[src/rtl/way_sel_pkg.sv]
// Shared constants and types for the victim way picker.
// Latency: n/a (declarations only).
// Backpressure: n/a (declarations only).
package way_sel_pkg;

  localparam int NUM_WAYS   = 16;
  localparam int WAY_ID_W   = 4;
  localparam int WAY_CODE_W = 5;

  // Feedback taps for x^16 + x^14 + x^13 + x^11 + 1 on a left-shifting
  // register: bits 15, 13, 12 and 10 are XORed into bit 0.
  localparam logic [15:0] LFSR_TAPS = 16'hB400;

  typedef enum logic [1:0] {
    IDLE = 2'd0,
    SCAN = 2'd1,
    DONE = 2'd2
  } state_e;

endpackage : way_sel_pkg

[src/rtl/lfsr16.sv]
// 16-bit Fibonacci LFSR that advances on every clock, reset to SEED.
// Latency: new value every cycle; no handshake.
// Backpressure: none, free-running.
//
// Ports:
//   clk       - clock, state updates on posedge
//   reset_n   - asynchronous active-low reset, loads SEED
//   lfsr_out  - current register contents
module lfsr16
  import way_sel_pkg::*;
#(
  parameter logic [15:0] SEED = 16'hACE1
) (
  input  logic        clk,
  input  logic        reset_n,
  output logic [15:0] lfsr_out
);

  logic [15:0] lfsr_q;
  logic [15:0] lfsr_d;
  logic        fb;

  // Parity of the tapped bits is the new bit shifted in at the bottom.
  always_comb begin
    fb     = ^(lfsr_q & LFSR_TAPS);
    lfsr_d = {lfsr_q[14:0], fb};
  end

  always_ff @(posedge clk or negedge reset_n) begin
    if (!reset_n) begin
      lfsr_q <= SEED;
    end else begin
      lfsr_q <= lfsr_d;
    end
  end

  assign lfsr_out = lfsr_q;

endmodule : lfsr16

[src/rtl/victim_way_picker.sv]
// Picks a cache victim way: free way first, else pseudo-random unlocked way.
// Latency: 1 cycle when decided at capture, up to 16 cycles when scanning.
// Backpressure: result held in DONE until out_ready; req_ready low outside IDLE.
//
// Ports:
//   clk, reset_n           - clock and asynchronous active-low reset
//   req_valid / req_ready  - request handshake, accepted only in IDLE
//   valid_in, lock_in      - per-way valid and lock bits, sampled at acceptance
//   way1_out, way2_out     - way codes {id, keep}; keep=0 means invalidate
//   out_valid / out_ready  - result handshake
//   free_hit, all_locked   - result qualifiers
module victim_way_picker
  import way_sel_pkg::*;
#(
  parameter logic [15:0] LFSR_SEED = 16'hACE1
) (
  input  logic                  clk,
  input  logic                  reset_n,
  input  logic                  req_valid,
  output logic                  req_ready,
  input  logic                  valid_in [NUM_WAYS-1:0],
  input  logic                  lock_in  [NUM_WAYS-1:0],
  output logic [WAY_CODE_W-1:0] way1_out,
  output logic [WAY_CODE_W-1:0] way2_out,
  output logic                  out_valid,
  input  logic                  out_ready,
  output logic                  free_hit,
  output logic                  all_locked
);

  localparam logic [WAY_CODE_W-1:0] CODE_IDLE = '1;

  logic [15:0] lfsr;
  logic        lfsr_unused;

  lfsr16 #(
    .SEED (LFSR_SEED)
  ) u_lfsr (
    .clk      (clk),
    .reset_n  (reset_n),
    .lfsr_out (lfsr)
  );

  // Only the low nibble picks the start way; the rest just keeps cycling.
  assign lfsr_unused = ^lfsr[15:WAY_ID_W];

  state_e                state_q, state_d;
  logic [WAY_ID_W-1:0]   ptr_q, ptr_d;
  logic [WAY_ID_W-1:0]   start_q, start_d;
  logic [NUM_WAYS-1:0]   lock_q, lock_d;
  logic [WAY_CODE_W-1:0] way1_q, way1_d;
  logic [WAY_CODE_W-1:0] way2_q, way2_d;
  logic                  free_q, free_d;
  logic                  alock_q, alock_d;

  logic [NUM_WAYS-1:0]   valid_vec;
  logic [NUM_WAYS-1:0]   lock_vec;
  logic                  any_free;
  logic [WAY_ID_W-1:0]   free_idx;
  logic [WAY_ID_W-1:0]   lfsr_start;
  logic [WAY_ID_W-1:0]   ptr_next;

  always_comb begin
    for (int i = 0; i < NUM_WAYS; i++) begin
      valid_vec[i] = valid_in[i];
      lock_vec[i]  = lock_in[i];
    end
  end

  // Priority encoder: lowest-numbered invalid way wins. Walking from the top
  // down lets the lowest index overwrite any higher one.
  always_comb begin
    any_free = 1'b0;
    free_idx = '0;
    for (int i = NUM_WAYS - 1; i >= 0; i--) begin
      if (!valid_vec[i]) begin
        any_free = 1'b1;
        free_idx = WAY_ID_W'(i);
      end
    end
  end

  assign lfsr_start = lfsr[WAY_ID_W-1:0];
  assign ptr_next   = ptr_q + 1'b1;

  always_comb begin
    state_d = state_q;
    ptr_d   = ptr_q;
    start_d = start_q;
    lock_d  = lock_q;
    way1_d  = way1_q;
    way2_d  = way2_q;
    free_d  = free_q;
    alock_d = alock_q;

    unique case (state_q)
      IDLE: begin
        if (req_valid) begin
          start_d = lfsr_start;
          lock_d  = lock_vec;
          free_d  = 1'b0;
          alock_d = 1'b0;
          if (any_free) begin
            // A free way needs no eviction; lock bits do not matter here.
            way1_d  = {free_idx, 1'b1};
            way2_d  = {free_idx, 1'b1};
            free_d  = 1'b1;
            state_d = DONE;
          end else if (!lock_vec[lfsr_start]) begin
            way1_d  = {lfsr_start, 1'b0};
            way2_d  = {lfsr_start, 1'b1};
            state_d = DONE;
          end else begin
            ptr_d   = lfsr_start + 1'b1;
            state_d = SCAN;
          end
        end
      end

      SCAN: begin
        if (!lock_q[ptr_q]) begin
          way1_d  = {start_q, 1'b1};
          way2_d  = {ptr_q, 1'b0};
          state_d = DONE;
        end else if (ptr_next == start_q) begin
          // Every other way probed and locked: nothing can be evicted.
          way1_d  = {start_q, 1'b1};
          way2_d  = {start_q, 1'b1};
          alock_d = 1'b1;
          state_d = DONE;
        end else begin
          ptr_d = ptr_next;
        end
      end

      DONE: begin
        if (out_ready) begin
          state_d = IDLE;
        end
      end

      default: begin
        state_d = IDLE;
      end
    endcase
  end

  always_ff @(posedge clk or negedge reset_n) begin
    if (!reset_n) begin
      state_q <= IDLE;
      ptr_q   <= '0;
      start_q <= '0;
      lock_q  <= '0;
      way1_q  <= CODE_IDLE;
      way2_q  <= CODE_IDLE;
      free_q  <= 1'b0;
      alock_q <= 1'b0;
    end else begin
      state_q <= state_d;
      ptr_q   <= ptr_d;
      start_q <= start_d;
      lock_q  <= lock_d;
      way1_q  <= way1_d;
      way2_q  <= way2_d;
      free_q  <= free_d;
      alock_q <= alock_d;
    end
  end

  assign req_ready = (state_q == IDLE);
  assign out_valid = (state_q == DONE);

  // Outside DONE the codes read as keep-everything so a consumer that
  // glances at them early can never invalidate a line.
  assign way1_out   = out_valid ? way1_q : CODE_IDLE;
  assign way2_out   = out_valid ? way2_q : CODE_IDLE;
  assign free_hit   = out_valid & free_q;
  assign all_locked = out_valid & alock_q;

endmodule : victim_way_picker

[config.mk]
export PLATFORM = sky130hd
export DESIGN_NAME = victim_way_picker
export DESIGN_NICKNAME = d
export VERILOG_FILES = /design/src/rtl/way_sel_pkg.sv /design/src/rtl/lfsr16.sv /design/src/rtl/victim_way_picker.sv
export SDC_FILE = /design/constraint.sdc
export NUM_CORES = 1
export LEC_CHECK = 0
export BUFFER_PORTS_ARGS = -buffer_cell sky130_fd_sc_hd__buf_2
export CORE_ASPECT_RATIO = 0.7
export CORE_MARGIN = 2
export CORE_UTILIZATION = 45
export CTS_BUF_LIST = sky130_fd_sc_hd__clkbuf_4 sky130_fd_sc_hd__clkbuf_8
export CTS_CLUSTER_DIAMETER = 150
export CTS_CLUSTER_SIZE = 14
export DETAILED_ROUTE_END_ITERATION = 8
export PLACE_DENSITY = 0.66
export SLEW_MARGIN = 5
export SYNTH_ARGS = -nofsm -noshare
export SYNTH_HDL_FRONTEND = slang
export SYNTH_SLANG_ARGS = --single-unit
[constraint.sdc]
create_clock -name clk -period 2.7 [get_ports clk]
set_input_delay 0.54 -clock clk [delete_from_list [all_inputs] [get_ports clk]]
set_output_delay 0.54 -clock clk [all_outputs]
set_load 0.01 [all_outputs]
==> flow_summary.ini <==
[cts]
cts_max_path_buffers = 2
clock_sinks = 54
cts_root_buffer = clkbuf_8
htree_levels = 2
cts_tree = done
clk_latency_ps = 310
hold_buffers = 0
numCtsBuffers = 5
path_clk_slew_ps = 100

[detailed_routing]
drc_errors = 0
routed_wirelength_um = 6590
first_iter_violations = 94
vias = 2287
drtPass1Iterations = 4
viasPerCell = 5.43
antenna_left = 0
wire_per_inst_um = 15.6

[cells_and_area]
stdcell_area_sq_um = 3370
layout_common_cells = 72 x nand2_1, 49 x buf_2, 36 x dfrtp_1, 18 x dfstp_2, 16 x buf_4
mostFrequentLayoutCell = nand2_1
antenna_cells = 0
nets = 380
layout-drive-gt1-share_pct = 34.7
fill_cells = 578
area_growth_pct = 17.1

[synth]
ys_warn_count = 0
syn-num-nets = 322
synth_seq_cells = 54
async_flop_share_pct = 100
syn_inst = 284
syn_area_sq_um = 2880
ys_seq_area_share_pct = 47.8
synthDistinctLibCells = 54
syn_avg_cell_area_sq_um = 10.1
synth_edf_count = 0
synth_flop_cell = dfrtp_1

[flow_run]
drv_cap = 0

[worst_setup_path]
arrival_ps = 2740
crit_fanout = 6
slowest_stage = dfstp_2
crit_type = flop to flop
worstPathCellList = buf_4, mux4_2, o22ai_1, a2bb2o_1, a21oi_2, o221ai_1, o21a_1
worstSetupStartpointType = flop
end_kind = flop
cp_slowest_stage_delay_ps = 560
required_ps = 2950

[timing]
finalCritPeriodShare_pct = 92.2
worstMarginPinSlew_ps = 676
min_period_ps = 2490
fmax_mhz = 402
fin_skew_ps = 6.01
finalSetupViolations = 0
grt_setup_unrepaired = false
final-hold-violation-count = 0
slew_headroom_pct = 55.0
setup_tns_ps = 0
maxSlewViolCount = 0

[die]
die_w_um = 99.5
boundaryPins = 50
dieArea_sq_um = 7050
core_sq_um = 6220
num_rows = 24
start_util_pct = 46.3
die_h_um = 70.9

[place]
gp_congestion = 0.812
placed_cell_area_sq_um = 3270
detailed_place_hpwl_um = 4960
port_buffers = 49

[grt]
antenna_found_initial = 0
grt_pass1_wl_um = 11200
grt_max_degree = 55
grt_pass1_vias = 2244
grt_use_total_pct = 20.4
grt_overflow_total = 0

[worst_hold_path]
min_path_type = input port to async pin

[pwr]
ir_worst_vdd_v = 0.000389
p_leak_nw = 1.56
power.density_nw_per_um2 = 886

[status]
status = finished clean
[path summary, 6_finish.rpt]
path / startpoint / end / slack [ps] / cells after the start
worst min-delay path: reset_n / u_lfsr.lfsr_out[14] / 330 / 2
max in group asynchronous: reset_n / u_lfsr.lfsr_out[3] / 1910 / 2
min in group clk: u_lfsr.lfsr_out[5] / u_lfsr.lfsr_out[6] / 360 / 0
worst max-delay path: u_lfsr.lfsr_out[0] / way1_q[2] / 210 / 7
worst min register to register: u_lfsr.lfsr_out[5] / u_lfsr.lfsr_out[6] / 360 / 0
worst max register to register: u_lfsr.lfsr_out[0] / way1_q[2] / 210 / 7
[registers in the layout (all words and copies together) (netlist names)]
signal           cells
way2_q               5
u_lfsr.lfsr_out     16
start_q              4
alock_q              1
lock_q              16
way1_q               5
state_q              2
free_q               1
ptr_q                4
[cell families after synthesis]
group | Yosys count | share of synthesized area [%]
AND/OR/NAND/NOR | 125 | 21.0
buffers and inverters | 22 | 3.48
XOR/XNOR | 11 | 3.83
adder cells (fa/ha/maj) | 2 | 0.870
flip-flops | 54 | 47.8
multiplexers | 20 | 10.6
AO/OA/AOI/OAI | 50 | 12.4
[critical path, delay by kind of cell, from the launching register on]
family / cells / cell delay (ps)
AOI/OAI and AO/OA: 5 / 1190
DFF: 1 / 560
muxes: 1 / 510
buffers and inverters: 1 / 160
[metrics by stage]
stage	setup slack (ps)	instances	util, %	total power (W)	hold WS [ps]
after global routing	55.3	421	54.2	0.00322	366
final	211	421	54.2	0.00298	328
after floorplan	288	284	-	0.00209	244
after CTS	147	421	54.2	0.00300	355
after detailed placement	90.6	413	52.7	0.00253	336
after global placement	123	413	52.7	0.00250	336
[report_power, final]
part	total [W]	leakage, nW	switching (W)	internal [W]
Sequential	0.00125	0.651	0.000195	0.00106
Clock	0.000469	0.0447	0.000281	0.000188
Combinational	0.00126	0.862	0.000655	0.000605
Total	0.00298	1.56	0.00113	0.00185
[Yosys cell counts (3+ instances only)]
master | count | share of area (%)
and2_1 | 3 | 0.65
inv_1 | 8 | 1.0
xnor2_1 | 6 | 1.8
mux2_2 | 5 | 2.0
dfrtp_1 | 36 | 31
nor2b_1 | 3 | 0.65
xor2_1 | 4 | 1.2
a31oi_1 | 4 | 0.87
mux4_2 | 6 | 4.7
mux2i_1 | 6 | 2.1
nor2_1 | 12 | 1.6
dfstp_2 | 18 | 16
clkbuf_1 | 9 | 1.2
a21oi_1 | 7 | 1.2
nand2_1 | 72 | 9.4
o21ai_0 | 12 | 2.1
o22a_1 | 5 | 1.5
nand2b_1 | 13 | 2.8
nand4_1 | 4 | 0.87
nand3_1 | 5 | 0.87
[what timing repair did]
action                                  in CTS  in global routing
endpoints found under the setup margin       0                  4
buffers inserted                             0                  0
gates resized for setup                      0                  1
[area by class of cell]
cell class                      count  area [sq um]  share of cell area [%]
Inverter                            8          30.0                   0.892
Timing Repair Buffer               65           365                    10.8
Multi-Input combinational cell    208          1410                    41.8
Clock buffer                        5          68.8                    2.04
Clock inverter                      3          25.0                   0.743
Tap cell                           78          97.6                    2.90
Sequential cell                    54          1370                    40.8
[per-layer routing]
metal,vias up,part of all wire [%],wire length [um],global-route usage (%)
met5,-,0,0,0
li1,1099,-,-,-
met3,11,5.9,388,4.84
met4,0,1.2,78,5.48
met2,63,43,2820,29.1
met1,1114,50,3300,31.3
(Power assumes the default switching activity.)
